<file path="config.mk">
export PLATFORM = sky130hd
export DESIGN_NAME = multicycle_ctrl
export DESIGN_NICKNAME = d
export VERILOG_FILES = /design/src/rtl/multicycle_ctrl_pkg.sv /design/src/rtl/multicycle_ctrl_wait.sv /design/src/rtl/multicycle_ctrl.sv
export SDC_FILE = /design/constraint.sdc
export NUM_CORES = 1
export LEC_CHECK = 0
export CAP_MARGIN = 30
export CORE_UTILIZATION = 43
export CTS_BUF_LIST = sky130_fd_sc_hd__clkbuf_16
export DETAILED_ROUTE_END_ITERATION = 12
export GPL_ROUTABILITY_DRIVEN = 0
export PLACE_DENSITY = 0.76
export SKIP_LAST_GASP = 1
export SYNTH_ARGS = -nofsm -noshare
export SYNTH_HDL_FRONTEND = slang
export SYNTH_SLANG_ARGS = --single-unit
</file>
<file path="constraint.sdc">
create_clock -name clk -period 2.1 [get_ports clk]
set_clock_uncertainty 0.05 [all_clocks]
set_input_delay 0.21 -clock clk [delete_from_list [all_inputs] [get_ports clk]]
set_output_delay 0.21 -clock clk [all_outputs]
set_load 0.005 [all_outputs]
</file>
<file path="src/rtl/multicycle_ctrl_pkg.sv">
// Shared encodings for the multicycle controller: state codes, opcodes and mux/ALU selects.
package multicycle_ctrl_pkg;

  typedef enum logic [3:0] {
    FETCH  = 4'd0,
    DECODE = 4'd1,
    MEMADR = 4'd2,
    MEMRD  = 4'd3,
    MEMWB  = 4'd4,
    MEMWR  = 4'd5,
    EXEC   = 4'd6,
    ALUWB  = 4'd7,
    BRANCH = 4'd8,
    ADDIEX = 4'd9,
    ADDIWB = 4'd10,
    JUMP   = 4'd11,
    LIWB   = 4'd12,
    ERR    = 4'd13
  } state_t;

  localparam logic [5:0] OP_R    = 6'b000000;
  localparam logic [5:0] OP_LW   = 6'b100011;
  localparam logic [5:0] OP_SW   = 6'b101011;
  localparam logic [5:0] OP_BEQ  = 6'b000100;
  localparam logic [5:0] OP_ADDI = 6'b001000;
  localparam logic [5:0] OP_J    = 6'b000010;
  localparam logic [5:0] OP_LI   = 6'b010001;
  localparam logic [5:0] OP_LB   = 6'b100000;
  localparam logic [5:0] OP_SB   = 6'b101000;

  localparam logic [1:0] ALUSRCB_REG   = 2'b00;
  localparam logic [1:0] ALUSRCB_FOUR  = 2'b01;
  localparam logic [1:0] ALUSRCB_IMM   = 2'b10;
  localparam logic [1:0] ALUSRCB_BRIMM = 2'b11;

  localparam logic [1:0] PCSRC_ALU    = 2'b00;
  localparam logic [1:0] PCSRC_ALUOUT = 2'b01;
  localparam logic [1:0] PCSRC_JUMP   = 2'b10;

  localparam logic [1:0] ALUOP_ADD   = 2'b00;
  localparam logic [1:0] ALUOP_SUB   = 2'b01;
  localparam logic [1:0] ALUOP_FUNCT = 2'b10;

endpackage

</file>
<file path="src/rtl/multicycle_ctrl_wait.sv">
// mc_wait_timer: counts consecutive not-ready cycles of one memory state and flags the last allowed one.
module mc_wait_timer #(
  parameter int WAIT_MAX = 15
) (
  input  logic clk,
  input  logic reset_n,
  input  logic clear,
  input  logic tick,
  output logic expired
);

  logic [7:0] count_q;

  always_ff @(posedge clk) begin
    if (!reset_n || clear) begin
      count_q <= 8'd0;
    end else if (tick) begin
      count_q <= count_q + 8'd1;
    end
  end

  // Expiry is judged on the tick that would bring the count to WAIT_MAX.
  assign expired = tick && (count_q == 8'(WAIT_MAX - 1));

endmodule

</file>
<file path="src/rtl/multicycle_ctrl.sv">
// Moore control FSM for a multicycle CPU with memory-wait timeout.
// Optional byte load/store (LB/SB) support: define MULTICYCLE_CTRL_BYTE_EN.
module multicycle_ctrl
  import multicycle_ctrl_pkg::*;
#(
  parameter int OPW      = 6,
  parameter int WAIT_MAX = 15
) (
  input  logic           clk,
  input  logic           reset_n,
  input  logic [OPW-1:0] op,
  input  logic           mem_ready,
  output logic           mem_req,
  output logic           iord,
  output logic           irwrite,
  output logic           pcwrite,
  output logic           branch,
  output logic           memwrite,
  output logic           regdst,
  output logic           regwrite,
  output logic           memtoreg,
  output logic           alusrca,
  output logic           byte_enable,
  output logic           res_zeroextimm,
  output logic [1:0]     alusrcb,
  output logic [1:0]     pcsrc,
  output logic [1:0]     aluop,
  output logic           err,
  output logic [3:0]     state_o
);

  state_t state_q, state_d;
  logic   mem_store_q;
  logic   mem_byte_q;
  logic   wait_state;
  logic   wait_expired;

  always_ff @(posedge clk) begin
    if (!reset_n) begin
      state_q <= FETCH;
    end else begin
      state_q <= state_d;
    end
  end

  // Memory direction/size captured at dispatch so later states need not trust op.
  always_ff @(posedge clk) begin
    if (!reset_n) begin
      mem_store_q <= 1'b0;
    end else if (state_q == DECODE) begin
`ifdef MULTICYCLE_CTRL_BYTE_EN
      mem_store_q <= (op == OPW'(OP_SW)) || (op == OPW'(OP_SB));
`else
      mem_store_q <= (op == OPW'(OP_SW));
`endif
    end
  end

`ifdef MULTICYCLE_CTRL_BYTE_EN
  always_ff @(posedge clk) begin
    if (!reset_n) begin
      mem_byte_q <= 1'b0;
    end else if (state_q == DECODE) begin
      mem_byte_q <= (op == OPW'(OP_LB)) || (op == OPW'(OP_SB));
    end
  end
`else
  assign mem_byte_q = 1'b0;
`endif

  assign wait_state = (state_q == FETCH) || (state_q == MEMRD) || (state_q == MEMWR);

  mc_wait_timer #(
    .WAIT_MAX (WAIT_MAX)
  ) u_wait (
    .clk     (clk),
    .reset_n (reset_n),
    .clear   (state_d != state_q),
    .tick    (wait_state && !mem_ready),
    .expired (wait_expired)
  );

  always_comb begin
    state_d        = state_q;
    mem_req        = 1'b0;
    iord           = 1'b0;
    irwrite        = 1'b0;
    pcwrite        = 1'b0;
    branch         = 1'b0;
    memwrite       = 1'b0;
    regdst         = 1'b0;
    regwrite       = 1'b0;
    memtoreg       = 1'b0;
    alusrca        = 1'b0;
    byte_enable    = 1'b0;
    res_zeroextimm = 1'b0;
    alusrcb        = ALUSRCB_REG;
    pcsrc          = PCSRC_ALU;
    aluop          = ALUOP_ADD;
    err            = 1'b0;
    case (state_q)
      FETCH: begin
        mem_req = 1'b1;
        alusrcb = ALUSRCB_FOUR;
        irwrite = mem_ready;
        pcwrite = mem_ready;
        if (mem_ready)         state_d = DECODE;
        else if (wait_expired) state_d = ERR;
      end
      DECODE: begin
        alusrcb = ALUSRCB_BRIMM;
        case (op)
          OPW'(OP_R):              state_d = EXEC;
          OPW'(OP_LW), OPW'(OP_SW): state_d = MEMADR;
          OPW'(OP_BEQ):            state_d = BRANCH;
          OPW'(OP_ADDI):           state_d = ADDIEX;
          OPW'(OP_J):              state_d = JUMP;
          OPW'(OP_LI):             state_d = LIWB;
`ifdef MULTICYCLE_CTRL_BYTE_EN
          OPW'(OP_LB), OPW'(OP_SB): state_d = MEMADR;
`else
          OPW'(OP_LB), OPW'(OP_SB): state_d = ERR;
`endif
          default:                 state_d = ERR;
        endcase
      end
      MEMADR: begin
        alusrca     = 1'b1;
        alusrcb     = ALUSRCB_IMM;
        byte_enable = mem_byte_q;
        state_d     = mem_store_q ? MEMWR : MEMRD;
      end
      MEMRD: begin
        mem_req     = 1'b1;
        iord        = 1'b1;
        byte_enable = mem_byte_q;
        if (mem_ready)         state_d = MEMWB;
        else if (wait_expired) state_d = ERR;
      end
      MEMWB: begin
        regwrite    = 1'b1;
        memtoreg    = 1'b1;
        byte_enable = mem_byte_q;
        state_d     = FETCH;
      end
      MEMWR: begin
        mem_req     = 1'b1;
        iord        = 1'b1;
        memwrite    = mem_ready;
        byte_enable = mem_byte_q;
        if (mem_ready)         state_d = FETCH;
        else if (wait_expired) state_d = ERR;
      end
      EXEC: begin
        alusrca = 1'b1;
        alusrcb = ALUSRCB_REG;
        aluop   = ALUOP_FUNCT;
        state_d = ALUWB;
      end
      ALUWB: begin
        regwrite = 1'b1;
        regdst   = 1'b1;
        state_d  = FETCH;
      end
      BRANCH: begin
        alusrca = 1'b1;
        aluop   = ALUOP_SUB;
        pcsrc   = PCSRC_ALUOUT;
        branch  = 1'b1;
        state_d = FETCH;
      end
      ADDIEX: begin
        alusrca = 1'b1;
        alusrcb = ALUSRCB_IMM;
        state_d = ADDIWB;
      end
      ADDIWB: begin
        regwrite = 1'b1;
        state_d  = FETCH;
      end
      JUMP: begin
        pcsrc   = PCSRC_JUMP;
        pcwrite = 1'b1;
        state_d = FETCH;
      end
      LIWB: begin
        regwrite       = 1'b1;
        res_zeroextimm = 1'b1;
        state_d        = FETCH;
      end
      ERR: begin
        err = 1'b1;
      end
      default: begin
        state_d = ERR;
      end
    endcase
  end

  assign state_o = state_q;

endmodule
</file>
### After elaboration in Yosys (flattened, before gate mapping)

Index checks and enable logic that the tools add are counted.

* bits of input ports: 9
* register bits: 13

* add/sub/neg operators: 1
* eq/ne operators: 21
* muxes and demuxes: 22
* reduce and logical (&&, ||, !) cells: 16

Operators by type and width (number)
* 4-bit one-hot mux with 9 select lines: 1
* 4-bit == test, second input constant: 6
* 4-bit one-hot mux with 6 select lines: 1
* 4-bit by 3-bit == test with 1-bit output, second input constant: 4
* 4-bit two-way mux: 4
* 6-bit == test, second input constant: 2
* 1-bit two-way mux: 11
* 8-bit by 1-bit adder with 8-bit output, second input constant: 1
* 4-bit by 2-bit == test with 1-bit output, second input constant: 2
* 8-bit by 4-bit == test with 1-bit output, second input constant: 1
* 2-bit one-hot mux with 2 select lines: 2
* 4-bit OR reduction: 2
* 6-bit by 2-bit == test with 1-bit output, second input constant: 1
* 6-bit by 3-bit == test with 1-bit output, second input constant: 1
* 6-bit by 4-bit == test with 1-bit output, second input constant: 1
* 6-bit by 5-bit == test with 1-bit output, second input constant: 1
* 6-bit zero test: 1
* 2-bit one-hot mux with 3 select lines: 1
* 2-bit OR reduction: 3
* 6-bit OR reduction: 1
* 4-bit by 1-bit == test with 1-bit output, second input constant: 1
* 4-bit zero test: 1
* 4-bit != test: 1
* 1-bit logical OR: 3
* other kinds (5): 7

### Logic depth before layout (Yosys ltp)

* depth in word-level cells: 10
* gate-level depth with buffers: 8

### Cells and area by module

From an unflattened synthesis, not the netlist that was laid out.

* cells, all modules: 164
* area total of the unflattened synthesis: 1208.7 um^2

By module, submodules not included
* multicycle_ctrl: sequential area each 100.1 um^2, instances 1, area each 824.5 um^2, cells an instance 121
* mc_wait_timer: sequential area each 160.2 um^2, instances 1, area each 384.1 um^2, cells an instance 43

### Worst setup path before layout

Ideal clock, no wire load.

* path kind: reg2reg
* start: reg u_wait.count_q[0]
* end: reg u_wait.count_q[1]
* library setup time: 0.079 ns
* path slack: 0.001 ns
* clock period less this slack: 2.099 ns
* data arrival time: 1.969 ns
* cell stages (with the launch flop): 9
* buffers on the path: 0
* data required time: 1.971 ns
* cell sequence: dfxtp_1 > inv_1 > ha_1 > nand4b_1 > o221ai_1 > a221o_1 > or3_1 > a211o_2 > a211oi_2

* word-level cells in the longest chain between the ends: 7
* elaborated cells between the ends (all ways): 10
* those cells by class: 1 x add/sub; 2 x eq/ne; 5 x mux; 2 x reduce/logical

Ends and longest elaborated chain
* from (decl): line multicycle_ctrl_wait.sv:12 `logic [7:0] count_q;`
* from (signal assigned): line multicycle_ctrl_wait.sv:18 `count_q <= count_q + 8'd1;`
* 8-bit by 4-bit == test with 1-bit output: line multicycle_ctrl_wait.sv:23 `assign expired = tick && (count_q == 8'(WAIT_MAX - 1));`
* 1-bit logical AND: line multicycle_ctrl_wait.sv:23
* 4-bit two-way mux: line multicycle_ctrl.sv:108, multicycle_ctrl.sv:138, multicycle_ctrl.sv:152
* 4-bit two-way mux, on equally long branches: line multicycle_ctrl.sv:151, multicycle_ctrl.sv:107, multicycle_ctrl.sv:137
* 4-bit one-hot mux with 9 select lines: line multicycle_ctrl.sv:101 `case (state_q)`
* 4-bit != test: line multicycle_ctrl.sv:78 `.clear (state_d != state_q),`
* 1-bit logical OR: line multicycle_ctrl_wait.sv:15 `if (!reset_n || clear) begin`

Parallel ways exist; a longest one is shown, timed or not.
A chain may end at the register's enable or synchronous reset.

### Final worst setup path

Same ends and word-level chain as after synthesis.

==> results.yml <==
floorplanning:
  chipHeight_um: 53.4
  row_count: 18
  die_area_um2: 2850
  start_util: 0.458
  pin_count: 32
  core-area_um2: 2480
  die_w_um: 53.4
cells_and_area:
  antenna_cells: 0
  final_common_cell: "buf_4"
  final_cell_mix: "31 x buf_4, 21 x nor2_1, 20 x clkdlybuf4s50_1, 10 x nand2_1"
  drive_gt1_frac: 0.298
  nets: 220
  design_area_um2: 1820
  ff_latch_area_um2: 274
  multi_input_area_um2: 836
  nFillCells: 193
  syn_to_final_growth_pct: 60.5
place:
  pre_cts_ws_ns: -0.369
  io_buffer_count: 30
  placed_area_um2: 1610
  dp_hpwl_um: 2590
route:
  via_count: 1358
  avgRoutedWirePerCell_um: 15.6
  ant_nets: 0
  drt-total-wl_um: 3710
  drtPass1Iterations: 5
  post-route-drc-count: 0
  vias_per_cell: 5.71
  drt_iter0_drc: 45
run_status:
  violations: "setup timing"
  status: "finished, violations left"
worst_setup_path:
  critPathCaptureType: "flip-flop"
  cp_max_fo: 8
  required_ns: 2.22
  worst_ep_arrival_time_ns: 2.23
  worstSetupPathType: "flip-flop to flip-flop"
  cp-start-kind: "flip-flop"
sta:
  setup_viol: 1
  hold_ws_ns: 0.463
  hold_viol: 0
  drv_slew: 0
  timing.fmax_mhz: 474
  grt_setup_unrepaired: "yes"
  period_share: 1.01
  setup_ws_ns: -0.0108
  min_period_ns: 2.11
synth:
  synthTopCellsByArea: "dfxtp_1 23%, nor2_1 6.9%, xor2_1 6.2%"
  synth_top_area_cell: "dfxtp_1"
  syn_area_per_cell_um2: 7.47
  syn-instance-count: 152
  synthArstFlopShare: 0
  yosysWarnings: 0
  synth_ff_type: "dfxtp_1"
  syn_area_um2: 1130
  synth.net_count: 163
  ys_seq_area_frac: 0.229
  ys_seq_elements: 13
  ys_types: 50
  synth_edf_count: 0
  yosysTopAreaCellShare: 0.229
clock_network:
  clock-root-buffer: "clkbuf_16"
  cts_inserted_buffers: 3
  cts.sinks: 13
  htreeDepth: 1
  tritoncts: "done"
  cts.path.max_buffers: 2
  path_clk_slew_ns: 0.05
  clk_latency_ns: 0.25
power_and_ir_drop:
  vdd_drop_max_mv: 0.847
  p_per_area_nw_per_um2: 909
  power_w: 0.00166
  p_leak_nw: 0.771
grt:
  grt_usage: 0.287
  grt_pass1_wl_um: 5910
  grt_max_degree: 14
  grt_pass1_vias: 1344
  grt_overflow: 0
  antenna_found_initial: 0
run:
  drv_cap: 0
hold_path:
  hp-class: "flip-flop to flip-flop"
-- worst paths after layout --
kind | from | end | slack [ns] | cells after the start
max | u_wait.count_q[0]$_SDFFE_PP0P_ | u_wait.count_q[1]$_SDFFE_PP0P_ | -0.01 | 8
min reg2reg | mem_store_q$_SDFFE_PN0P_ | mem_store_q$_SDFFE_PN0P_ | 0.46 | 2
min | mem_store_q$_SDFFE_PN0P_ | mem_store_q$_SDFFE_PN0P_ | 0.46 | 2
max reg2reg | u_wait.count_q[0]$_SDFFE_PP0P_ | u_wait.count_q[1]$_SDFFE_PP0P_ | -0.01 | 8
-- sequential cells by signal, summed over array words and instances (netlist names) --
| signal | flops |
|---|---|
| mem_store_q | 1 |
| state_o | 4 |
| u_wait.count_q | 8 |
-- cells in the mapped netlist, drive strengths merged (2+ instances only) --
master  number
ha           2
and3         4
buf          9
clkbuf       4
o211ai       2
o21ai        7
or2b         2
xnor2        2
a31oi        3
nor3b        2
or4          4
inv          4
a211o        2
nor3         8
nand2       11
nor4         2
nor2b        2
nand2b       4
xor2         8
a21oi        6
dfxtp       13
a211oi       2
nand4        6
nand3        3
or2          2
nor2        22
-- area by class of cell --
| class | instances | area share |
|---|---|---|
| Timing Repair Buffer | 65 | 0.317 |
| Sequential cell | 13 | 0.150 |
| Clock inverter | 1 | 0.00206 |
| Tap cell | 30 | 0.0206 |
| Inverter | 4 | 0.0103 |
| Multi-Input combinational cell | 122 | 0.459 |
| Clock buffer | 3 | 0.0412 |
-- critical path, cell delays in order (launching register included) --
cell      delay [ns]
dfxtp_2         0.33
inv_2           0.03
ha_2            0.16
nand4b_1        0.13
o221ai_2        0.11
a221o_1         0.33
or3_4           0.37
a211o_4         0.38
a211oi_2        0.14
-- power breakdown --
part	internal (W)	switching, W
sequential	0.000284	0.0000391
clock	0.000252	0.000112
combinational	0.000508	0.000461
total	0.00104	0.000612
-- metal layers --
layer  vias to the layer above  part of all wire  global-route usage  wire length, um
met2                        59              0.53               0.510             1970
li1                        662                 -                   -                -
met3                        10             0.056              0.0747              208
met4                         0             0.022               0.132               83
met5                         -                 0                   0                0
met1                       627              0.39               0.311             1450
-- cells by family (layout without fill, tap and decap cells) --
group	after synthesis	after routing	share of synthesized area
and+or+nand+nor	77	77	0.373
AOI/OAI and AO/OA	32	32	0.202
buffers and inverters	17	73	0.0937
DFF	13	13	0.229
xor gates and xnor gates	10	10	0.0772
adders and majority gates	2	2	0.0220
other	1	1	0.00330
-- what timing repair did --
action,CTS,global route
gates resized for setup,20,17
setup endpoints to repair,16,15
hold buffers,0,0
pin swaps,6,5
setup buffers,1,4
-- metrics by stage --
| stage | utilization | TNS, ns | std cells |
|---|---|---|---|
| after floorplan | - | 0 | 152 |
| after global placement | 0.648 | -1.78 | 229 |
| after detailed placement | 0.648 | -2.29 | 229 |
| after CTS | 0.696 | -0.0714 | 234 |
| after global routing | 0.735 | -0.475 | 238 |
| final | 0.735 | -0.0108 | 238 |
(Power assumes the default switching activity.)
